## src/rtl/fft_peak_det_if.sv

```systemverilog
// Stream and result bundle between the FFT output and the peak detector.
// The slave modport is the detector side; the master modport is the upstream/consumer side.
interface fft_peak_det_if #(
  parameter int FFT_DAT_WD = 10
);
  logic                          clr_i;
  logic                          vld_i;
  logic signed [FFT_DAT_WD-1:0]  fft_dat_re_i;
  logic signed [FFT_DAT_WD-1:0]  fft_dat_im_i;
  logic                          vld_o;
  logic [5:0]                    pk_idx_o;
  logic [2*FFT_DAT_WD-1:0]       pk_pwr_o;
  logic [2*FFT_DAT_WD+5:0]       tot_pwr_o;

  modport master (
    output clr_i, vld_i, fft_dat_re_i, fft_dat_im_i,
    input  vld_o, pk_idx_o, pk_pwr_o, tot_pwr_o
  );

  modport slave (
    input  clr_i, vld_i, fft_dat_re_i, fft_dat_im_i,
    output vld_o, pk_idx_o, pk_pwr_o, tot_pwr_o
  );
endinterface

```

## src/rtl/fft_peak_det.sv

```systemverilog
// Per-frame peak bin and total power over the serial 64-bin FFT output stream.
// Input register, square, sum and accumulate stages; the result strobe follows the bin-63 capture edge by three edges.
module fft_peak_det #(
  parameter int FFT_DAT_WD = 10,
  parameter int SIZE_FFT   = 64,
  parameter int SKIP_DC    = 0
) (
  input logic           clk,
  input logic           rst_n,
  fft_peak_det_if.slave bus
);
  localparam int         PW       = 2 * FFT_DAT_WD;
  localparam int         TW       = PW + 6;
  localparam logic [5:0] LAST_BIN = 6'(SIZE_FFT - 1);

  logic                         w_acc;
  logic [5:0]                   r_cnt;

  logic                         r_s0_vld;
  logic [5:0]                   r_s0_idx;
  logic signed [FFT_DAT_WD-1:0] r_s0_re;
  logic signed [FFT_DAT_WD-1:0] r_s0_im;

  logic                         r_s1_vld;
  logic [5:0]                   r_s1_idx;
  logic [PW-1:0]                r_s1_sq_re;
  logic [PW-1:0]                r_s1_sq_im;

  logic                         r_s2_vld;
  logic [5:0]                   r_s2_idx;
  logic [PW-1:0]                r_s2_pwr;

  logic                         r_empty;
  logic [PW-1:0]                r_max_pwr;
  logic [5:0]                   r_max_idx;
  logic [TW-1:0]                r_sum;

  logic                         r_vld_o;
  logic [5:0]                   r_pk_idx;
  logic [PW-1:0]                r_pk_pwr;
  logic [TW-1:0]                r_tot_pwr;

  logic signed [PW-1:0]         w_re_ext;
  logic signed [PW-1:0]         w_im_ext;
  logic signed [PW-1:0]         w_sq_re;
  logic signed [PW-1:0]         w_sq_im;

  logic                         w_elig;
  logic                         w_empty_in;
  logic                         w_take;
  logic [PW-1:0]                w_max_pwr_nxt;
  logic [5:0]                   w_max_idx_nxt;
  logic [TW-1:0]                w_sum_nxt;

  assign w_acc = bus.vld_i & ~bus.clr_i;

  always_ff @(posedge clk or negedge rst_n) begin
    if (!rst_n) begin
      r_cnt    <= '0;
      r_s0_vld <= 1'b0;
      r_s0_idx <= '0;
      r_s0_re  <= '0;
      r_s0_im  <= '0;
    end else begin
      r_s0_vld <= w_acc;
      if (bus.clr_i) begin
        r_cnt <= '0;
      end else if (bus.vld_i) begin
        r_cnt    <= r_cnt + 6'd1;
        r_s0_idx <= r_cnt;
        r_s0_re  <= bus.fft_dat_re_i;
        r_s0_im  <= bus.fft_dat_im_i;
      end
    end
  end

  // Sign-extend before squaring so the product is computed at full power width.
  assign w_re_ext = PW'(r_s0_re);
  assign w_im_ext = PW'(r_s0_im);
  assign w_sq_re  = w_re_ext * w_re_ext;
  assign w_sq_im  = w_im_ext * w_im_ext;

  always_ff @(posedge clk or negedge rst_n) begin
    if (!rst_n) begin
      r_s1_vld   <= 1'b0;
      r_s1_idx   <= '0;
      r_s1_sq_re <= '0;
      r_s1_sq_im <= '0;
      r_s2_vld   <= 1'b0;
      r_s2_idx   <= '0;
      r_s2_pwr   <= '0;
    end else begin
      r_s1_vld <= r_s0_vld & ~bus.clr_i;
      r_s2_vld <= r_s1_vld & ~bus.clr_i;
      if (r_s0_vld) begin
        r_s1_idx   <= r_s0_idx;
        r_s1_sq_re <= $unsigned(w_sq_re);
        r_s1_sq_im <= $unsigned(w_sq_im);
      end
      if (r_s1_vld) begin
        r_s2_idx <= r_s1_idx;
        r_s2_pwr <= r_s1_sq_re + r_s1_sq_im;
      end
    end
  end

  // Bin 0 always opens a new frame; with DC skipped it is summed but never ranked.
  assign w_elig        = (SKIP_DC == 0) || (r_s2_idx != 6'd0);
  assign w_empty_in    = (r_s2_idx == 6'd0) || r_empty;
  assign w_take        = w_elig && (w_empty_in || (r_s2_pwr > r_max_pwr));
  assign w_max_pwr_nxt = w_take ? r_s2_pwr : r_max_pwr;
  assign w_max_idx_nxt = w_take ? r_s2_idx : r_max_idx;
  assign w_sum_nxt     = (r_s2_idx == 6'd0) ? TW'(r_s2_pwr) : r_sum + TW'(r_s2_pwr);

  always_ff @(posedge clk or negedge rst_n) begin
    if (!rst_n) begin
      r_empty   <= 1'b0;
      r_max_pwr <= '0;
      r_max_idx <= '0;
      r_sum     <= '0;
      r_vld_o   <= 1'b0;
      r_pk_idx  <= '0;
      r_pk_pwr  <= '0;
      r_tot_pwr <= '0;
    end else if (bus.clr_i) begin
      r_empty   <= 1'b0;
      r_max_pwr <= '0;
      r_max_idx <= '0;
      r_sum     <= '0;
      r_vld_o   <= 1'b0;
    end else begin
      r_vld_o <= 1'b0;
      if (r_s2_vld) begin
        r_empty   <= w_empty_in & ~w_take;
        r_max_pwr <= w_max_pwr_nxt;
        r_max_idx <= w_max_idx_nxt;
        r_sum     <= w_sum_nxt;
        if (r_s2_idx == LAST_BIN) begin
          r_vld_o   <= 1'b1;
          r_pk_idx  <= w_max_idx_nxt;
          r_pk_pwr  <= w_max_pwr_nxt;
          r_tot_pwr <= w_sum_nxt;
          r_empty   <= 1'b1;
        end
      end
    end
  end

  assign bus.vld_o     = r_vld_o;
  assign bus.pk_idx_o  = r_pk_idx;
  assign bus.pk_pwr_o  = r_pk_pwr;
  assign bus.tot_pwr_o = r_tot_pwr;
endmodule

```

## src/flat_wrapper.sv

```systemverilog
// flat-port wrapper written by rule: the top's interface ports become plain ports
module fft_peak_det_flat 
#(
  parameter int FFT_DAT_WD = 10,
  parameter int SIZE_FFT   = 64,
  parameter int SKIP_DC    = 0
)
  (clk, rst_n, bus_clr_i, bus_vld_i, bus_fft_dat_re_i, bus_fft_dat_im_i, bus_vld_o, bus_pk_idx_o, bus_pk_pwr_o, bus_tot_pwr_o);
  fft_peak_det_if #(.FFT_DAT_WD(FFT_DAT_WD)) bus_i ();
  input logic clk;
  input logic rst_n;
  input wire logic [$bits(bus_i.clr_i)-1:0] bus_clr_i;
  input wire logic [$bits(bus_i.vld_i)-1:0] bus_vld_i;
  input wire logic [$bits(bus_i.fft_dat_re_i)-1:0] bus_fft_dat_re_i;
  input wire logic [$bits(bus_i.fft_dat_im_i)-1:0] bus_fft_dat_im_i;
  output wire logic [$bits(bus_i.vld_o)-1:0] bus_vld_o;
  output wire logic [$bits(bus_i.pk_idx_o)-1:0] bus_pk_idx_o;
  output wire logic [$bits(bus_i.pk_pwr_o)-1:0] bus_pk_pwr_o;
  output wire logic [$bits(bus_i.tot_pwr_o)-1:0] bus_tot_pwr_o;
  assign bus_i.clr_i = bus_clr_i;
  assign bus_i.vld_i = bus_vld_i;
  assign bus_i.fft_dat_re_i = bus_fft_dat_re_i;
  assign bus_i.fft_dat_im_i = bus_fft_dat_im_i;
  assign bus_vld_o = bus_i.vld_o;
  assign bus_pk_idx_o = bus_i.pk_idx_o;
  assign bus_pk_pwr_o = bus_i.pk_pwr_o;
  assign bus_tot_pwr_o = bus_i.tot_pwr_o;
  fft_peak_det #(.FFT_DAT_WD(FFT_DAT_WD), .SIZE_FFT(SIZE_FFT), .SKIP_DC(SKIP_DC)) u_core (.clk(clk), .rst_n(rst_n), .bus(bus_i));
endmodule
```

## config.mk

```make
export PLATFORM = sky130hd
export DESIGN_NAME = fft_peak_det_flat
export DESIGN_NICKNAME = d
export VERILOG_FILES = /design/src/rtl/fft_peak_det_if.sv /design/src/rtl/fft_peak_det.sv /design/src/flat_wrapper.sv
export SDC_FILE = /design/constraint.sdc
export NUM_CORES = 1
export LEC_CHECK = 0
export BUFFER_PORTS_ARGS = -buffer_cell sky130_fd_sc_hd__buf_2
export CAP_MARGIN = 20
export CORE_UTILIZATION = 55
export DETAILED_ROUTE_END_ITERATION = 10
export PLACE_DENSITY = 0.68
export SYNTH_ARGS = -nofsm -noshare
export SYNTH_HDL_FRONTEND = slang
export SYNTH_SLANG_ARGS = --single-unit
```

## constraint.sdc

```tcl
create_clock -name clk -period 16.4 [get_ports clk]
set_clock_uncertainty 0.05 [all_clocks]
set_input_delay 1.64 -clock clk [delete_from_list [all_inputs] [get_ports clk]]
set_output_delay 1.64 -clock clk [all_outputs]
set_load 0.005 [all_outputs]
```

==> results of run 1 <==
-- cells in the mapped netlist, types with 15 or more instances --
master    number
a211oi_1      22
a21o_1        25
a21oi_1      149
and2_1        27
clkbuf_1      66
dfrtp_1      211
fa_1         161
ha_1         155
inv_1        314
mux2_2        73
nand2_1      172
nand2b_1      15
nand3_1       24
nand3b_1      23
nor2_1        95
nor3_1        16
o21a_1        20
o21ai_0      106
xnor2_1       61
xor2_1        29
-- routing by layer --
metal | part of all wire | wire (um)
met5 | 0 | 0
met4 | 0.021 | 795
met3 | 0.038 | 1460
met2 | 0.50 | 19200
met1 | 0.44 | 17000
-- area by class of cell --
cell class	count	area, um2
clock inverters	15	204
flip-flops and latches	211	5280
clock buffers	31	678
fillers	2851	12800
well taps	442	553
inverters	315	1180
repair buffers	87	493
multi-input cells	1327	11400
-- worst max-delay path, cell delays in order (launching register included) --
cell and delay [ps]:
dfrtp_1 540, inv_1 160, nor2_1 240, ha_1 290, xnor2_1 250, fa_1 480
fa_1 450, fa_1 510, inv_1 50, fa_1 520, inv_1 40, ha_1 360
a21oi_1 250, o211ai_1 160, o32ai_1 530, o21bai_1 110, a21oi_1 200, xnor2_1 80
mux2_2 260
-- report_power, final --
group	total (mW)	internal, mW	switching, mW
Sequential	0.730	0.616	0.114
Combinational	3.31	1.50	1.82
Clock	0.591	0.359	0.232
-- how the worst max path moves through the flow --
stage | start | end | slack, ps
2_1_floorplan | u_core.r_s0_im[9] | u_core.r_s1_sq_im[19] | 11050
3_3_place_gp | u_core.r_s0_re[6] | u_core.r_s1_sq_re[17] | 10920
3_5_place_dp | u_core.r_s0_im[7] | u_core.r_s1_sq_im[19] | 10770
4_1_cts | u_core.r_s0_re[6] | u_core.r_s1_sq_re[17] | 10750
5_1_grt | u_core.r_s0_re[3] | u_core.r_s1_sq_re[17] | 10300
6_report | u_core.r_s0_re[6] | u_core.r_s1_sq_re[17] | 10750
-- logic make-up after synthesis --
group / after synthesis
simple gates: 434
compound gates: 401
buf+inv: 401
fa+ha+maj: 316
flops: 211
xor+xnor: 90
mux: 86
-- through the flow --
| stage | power [mW] | setup slack [ps] | hold WS, ps | cell area [um2] |
|---|---|---|---|---|
| after global placement | 3.96 | 10920 | 397 | 18900 |
| after CTS | 4.69 | 10750 | 419 | 19700 |
| after global routing | 5.18 | 10300 | 444 | 19800 |
| final | 4.63 | 10750 | 413 | 19800 |
| after detailed placement | 4.06 | 10770 | 405 | 18900 |
| after floorplan | 3.40 | 11050 | 408 | 18200 |
-- cells in the final DEF, fill, tap and decap left out, types with 10 or more instances in the layout --
cell type  count
nor3_1        16
buf_4         10
o21ai_0      106
o21a_1        20
a21oi_1      149
ha_1         155
nand4_1       11
inv_1        314
dfrtp_1      210
nand2_1      172
a211oi_1      22
and3_1        11
buf_2         75
nand3_1       24
and2_1        27
fa_1         161
nor2_1        95
clkbuf_16     25
xnor2_1       61
a21o_1        25
o21ai_1       14
nand3b_1      23
nand2b_1      15
xor2_1        29
mux2_2        73
mux2i_1       13
-- state kept, by name (all words and copies together), names as in the netlist, 6 cells and up --
| register | flops |
|---|---|
| u_core.r_s1_sq_im | 19 |
| u_core.r_s2_idx | 6 |
| u_core.r_cnt | 6 |
| u_core.r_max_pwr | 20 |
| u_core.r_s0_im | 10 |
| u_core.bus.pk_pwr_o | 20 |
| u_core.r_max_idx | 6 |
| u_core.r_sum | 26 |
| u_core.r_s0_re | 10 |
| u_core.r_s0_idx | 6 |
| u_core.bus.tot_pwr_o | 26 |
| u_core.r_s1_sq_re | 19 |
| u_core.r_s1_idx | 6 |
| u_core.r_s2_pwr | 20 |
| u_core.bus.pk_idx_o | 6 |
==> summary.txt, run 1 <==
Pwr
  • Pwr/cell area: about 230 nW/um2
  • Peak supply drop: between 0.0002 and 0.00025 V
  • P_leak: 9.97 nW

Detailed routing
  • Wire length per cell: roughly 16 um
  • Drt pass-1 iters: 5
  • DRC: 0
  • DRT iter0 DRCs: 728
  • Vias per inst: 5.50
  • Final wirelength: 38400 um
  • Antenna viol nets, final: 0
  • Via Count: 13300

Clocking
  • Cts bufs inserted: 25
  • Clk sinks: 211
  • CTS resizes: 0
  • Post-CTS setup buffer count: 0
  • # hold bufs at CTS: 0
  • Clk root buf: clkbuf_16
  • Skew-Pair Late Insertion Delay: 550 ps
  • Number of H-tree levels: 1
  • Clk slew on worst S/H paths: 60 ps
  • CTS tree: built
  • Maximum clock insertion buffer count: 3

Finish
  • Final Util: 0.606
  • Final nets: about 2300
  • Ant diodes: 0
  • Non-filler cells, final: 2428
  • Area growth syn-to-layout: 8.42%
  • Share of layout cells above drive strength 1: 0.111

STA
  • Final setup violation count: 0
  • Max Fclk: between 0.15 and 0.2 GHz
  • Relative slew margins: 0.349
  • Worst slew pin tran: around 970 ps
  • Post-layout min period: 5650 ps
  • RSZ-0062 raised after global routing: false
  • Count of pins over their slew limit: 0
  • Final hold vios: 0
  • Final setup TNS: 0 ps
  • Crit share post-route: 0.344

Worst setup path
  • Crit. End Element: register
  • CP Launch Type: register
  • RR Startpoint: u_core.r_s0_re[6]
  • Kind of critical path: register to register
  • R2R depth: 18
  • Critical Path AT: 6020 ps
  • Crit path max fanout: 10
  • Req. time, crit path: 16770 ps
  • Reg-to-reg setup timing slack: 10750 ps
  • Worst r2r dst: u_core.r_s1_sq_re[17]

Floorplan
  • Initial core utilization: 0.559
  • Core area: 32600 um2
  • Row Count: 66
  • Die Span Y: about 180 um
  • Die area: between 30000 and 40000 um2
  • Boundary Pins: 77
  • Die Span X: 184 um

Synthesis
  • Largest family of logic cells by synthesized area: adder cells
  • Top-area cell type share of the netlist area: 0.289
  • Mux contribution to synthesized area: 0.0522
  • Number of flops mapped to enable cells by yosys: 0
  • Synth area leaders: dfrtp_1 29%, fa_1 18%, ha_1 11%
  • YS warnings: 0
  • Syn_nets: around 2300
  • Ys flop type: dfrtp_1
  • Synth Area in XOR/XNOR: 0.0432
  • Post-Syn Instances: 1939
  • Average cell area after synthesis: approximately 9.4 um2
  • Synth async-reset ratio: 1.00
  • Simple-gate share of the synthesized area: 0.113
  • Mapped Area: 18200 um2
  • Yosys cell types: 72
  • Area leader, netlist: dfrtp_1
  • Post-synthesis compound-gate area fraction: 0.132
  • Adder-cell area share of the yosys netlist: 0.283
  • Register area share after synthesis: 0.289
  • Yosys reg bits: 211

Placement
  • DP Wirelength: 29100 um
  • Gpl congestion: slightly above 0.9
  • PortBufs: 76
  • Cells after DPL: roughly 2400

Worst hold path
  • Hold path depth: 2
  • Hold Startpoint: u_core.bus.pk_idx_o[5]
  • Min-delay worst type: register to register
  • Worst Hold End: u_core.bus.pk_idx_o[5]

GRT
  • M3 GR Usage: 0.0275
  • GRT met2 Usage: 0.426
  • Total GRT Usage: 0.241
  • Met1 Use GR: 0.313
  • Largest net degree at the start of global routing: about 110
  • GRT busiest layer: met2
  • Initial antenna violation count: 0
  • Vias in the first global route: 13800
  • Global-route wire length before repair: approximately 66000 um
  • Total grt overflow: 0

Outcome
  • Status: finished clean

Run
  • Max_cap viols: 0
Power figures use the tool's default switching activity.
==> run 2, diff against run 1 <==
- PLACE_DENSITY: 0.68 -> 0.71
- clock period: 16.4 -> 4.6 ns (I/O delays scaled with it)
==> summary.txt, run 2 (same netlist as run 1, synthesis figures left out) <==
STA
  • Worst setup margin: -472 ps
  • Crit share post-route: 1.10
  • Final setup violation count: 18
  • Max Fclk: 0.197 GHz
  • WHS: -21.3 ps
  • Final hold vios: 20
  • Worst slew pin tran: 960 ps
  • Relative slew margins: 0.358
  • Count of pins over their slew limit: 0
  • RSZ-0062 raised after global routing: true
  • Post-layout min period: 5070 ps

Clocking
  • Clk slew on worst S/H paths: roughly 60 ps
  • CTS tree: built
  • Skew-Pair Late Insertion Delay: 540 ps
  • Number of H-tree levels: 1
  • Clk root buf: clkbuf_16
  • Maximum clock insertion buffer count: 3
  • Cts bufs inserted: 24
  • # hold bufs at CTS: 0
  • Clk sinks: 211

Floorplan
  • Row Count: 66
  • Die Span Y: 184 um
  • Die area: 33900 um2
  • Die Span X: 184 um
  • Core area: roughly 33000 um2
  • Boundary Pins: a little under 80
  • Initial core utilization: 0.559

GRT
  • Vias in the first global route: roughly 14000
  • GRT met2 Usage: 0.445
  • Met1 Use GR: 0.309
  • Largest net degree at the start of global routing: ~130
  • GRT busiest layer: met2
  • Initial antenna violation count: 0
  • Total grt overflow: 0
  • M3 GR Usage: 0.0237
  • Total GRT Usage: 0.244
  • Global-route wire length before repair: 67800 um

Detailed routing
  • Via Count: 14100
  • Drt pass-1 iters: 5
  • DRT iter0 DRCs: 588
  • Antenna viol nets, final: 0
  • DRC: 0
  • Wire length per cell: 15.6 um
  • Final wirelength: about 40000 um
  • Vias per inst: between 5 and 6

Finish
  • Fin area: 22100 um2
  • Ant diodes: 0
  • Share of layout cells above drive strength 1: 0.264
  • Area growth syn-to-layout: 21.2%
  • Commonest non-fill, non-tap cell in the layout: inv_1
  • Final nets: around 2500
  • Most frequent cells in the layout: 278 x inv_1, 195 x dfrtp_1, 162 x buf_4

Worst setup path
  • Crit. End Element: register
  • Critical Path AT: 5420 ps
  • Req. time, crit path: approximately 5000 ps
  • Reg-to-reg setup timing slack: -470 ps
  • Crit path max fanout: 4
  • Kind of critical path: register to register
  • CP Launch Type: register

Run
  • Max_cap viols: 0

Placement
  • PortBufs: 76
  • DP Wirelength: 30200 um
  • Gpl congestion: 0.917
  • Placed cell area: 20300 um2

Outcome
  • Status: finished with violations
  • Failing checks: hold timing, setup timing

Worst hold path
  • Min-delay worst type: primary input to asynchronous set/reset pin
==> run 2: changes by cell type in the layout (fill, tap and decap cells not counted), moves of 15 or more <==
cell,before,now
inv_1,314,278
ha_4,0,22
buf_6,0,30
ha_1,155,132
nand2_2,0,19
dfrtp_2,1,16
buf_4,10,162
inv_2,0,34
nand2_1,172,142
dfrtp_1,210,195
==> run 2: timing repair <==
item	in CTS	in global routing
resized for setup	97	85
buffers inserted	20	19
endpoints found under the setup margin	20	21
pin swaps	67	55
==> run 2: routing by layer <==
metal  part of all wire  routed length, um
met5                  0                  0
met4              0.027               1100
met3              0.032               1310
met2               0.52              21000
met1               0.43              17300
==> run 2: path summary, 6_finish.rpt <==
path | startpoint | endpoint | cells past startpoint
worst max-delay path | u_core.r_s0_im[9] | u_core.r_s1_sq_im[19] | 18
worst min-delay path | rst_n | u_core.bus.pk_pwr_o[1] | 1
worst max register to register | u_core.r_s0_im[9] | u_core.r_s1_sq_im[19] | 18
worst min register to register | u_core.bus.pk_idx_o[5] | u_core.bus.pk_idx_o[5] | 2
max in group asynchronous | rst_n | u_core.r_s0_re[7] | 2
min in group clk | bus_fft_dat_re_i[6] | u_core.r_s0_re[6] | 3
==> run 2: final cells by class <==
class	count	area (um2)
Clock buffer	32	681
Multi-Input combinational cell	1327	12200
Timing Repair Buffer	273	2050
Inverter	315	1190
Clock inverter	12	129
Tap cell	442	553
Sequential cell	211	5300
Fill cell	2571	10500
==> run 2: worst max-delay path, stage by stage, from the launching register on <==
cell and delay, ps:
dfrtp_2 430, buf_4 140, buf_4 140, nand2b_4 60, fa_1 420, fa_1 490
inv_1 50, fa_2 330, fa_1 500, inv_1 50, fa_1 490, inv_2 40
ha_4 210, a2111o_1 410, o211ai_1 240, a21boi_1 130, or4_4 450, a41oi_2 200
o311ai_2 120
==> run 2: through the flow <==
stage | setup slack, ps | setup TNS, ps | util | std cells | hold WS [ps]
CTS | -480 | -3710 | 0.663 | 2595 | 8.56
global route | -680 | -8050 | 0.678 | 2612 | 73.0
floorplan | -432 | -1470 | - | 1939 | 114
global placement | -491 | -4920 | 0.623 | 2533 | 397
detailed placement | -553 | -6100 | 0.623 | 2533 | 403
finish | -472 | -4810 | 0.678 | 2612 | -21.3
Power of run 2 is not shown: default switching activity piles up to over one toggle a cycle in this logic, so the estimate is an artifact.
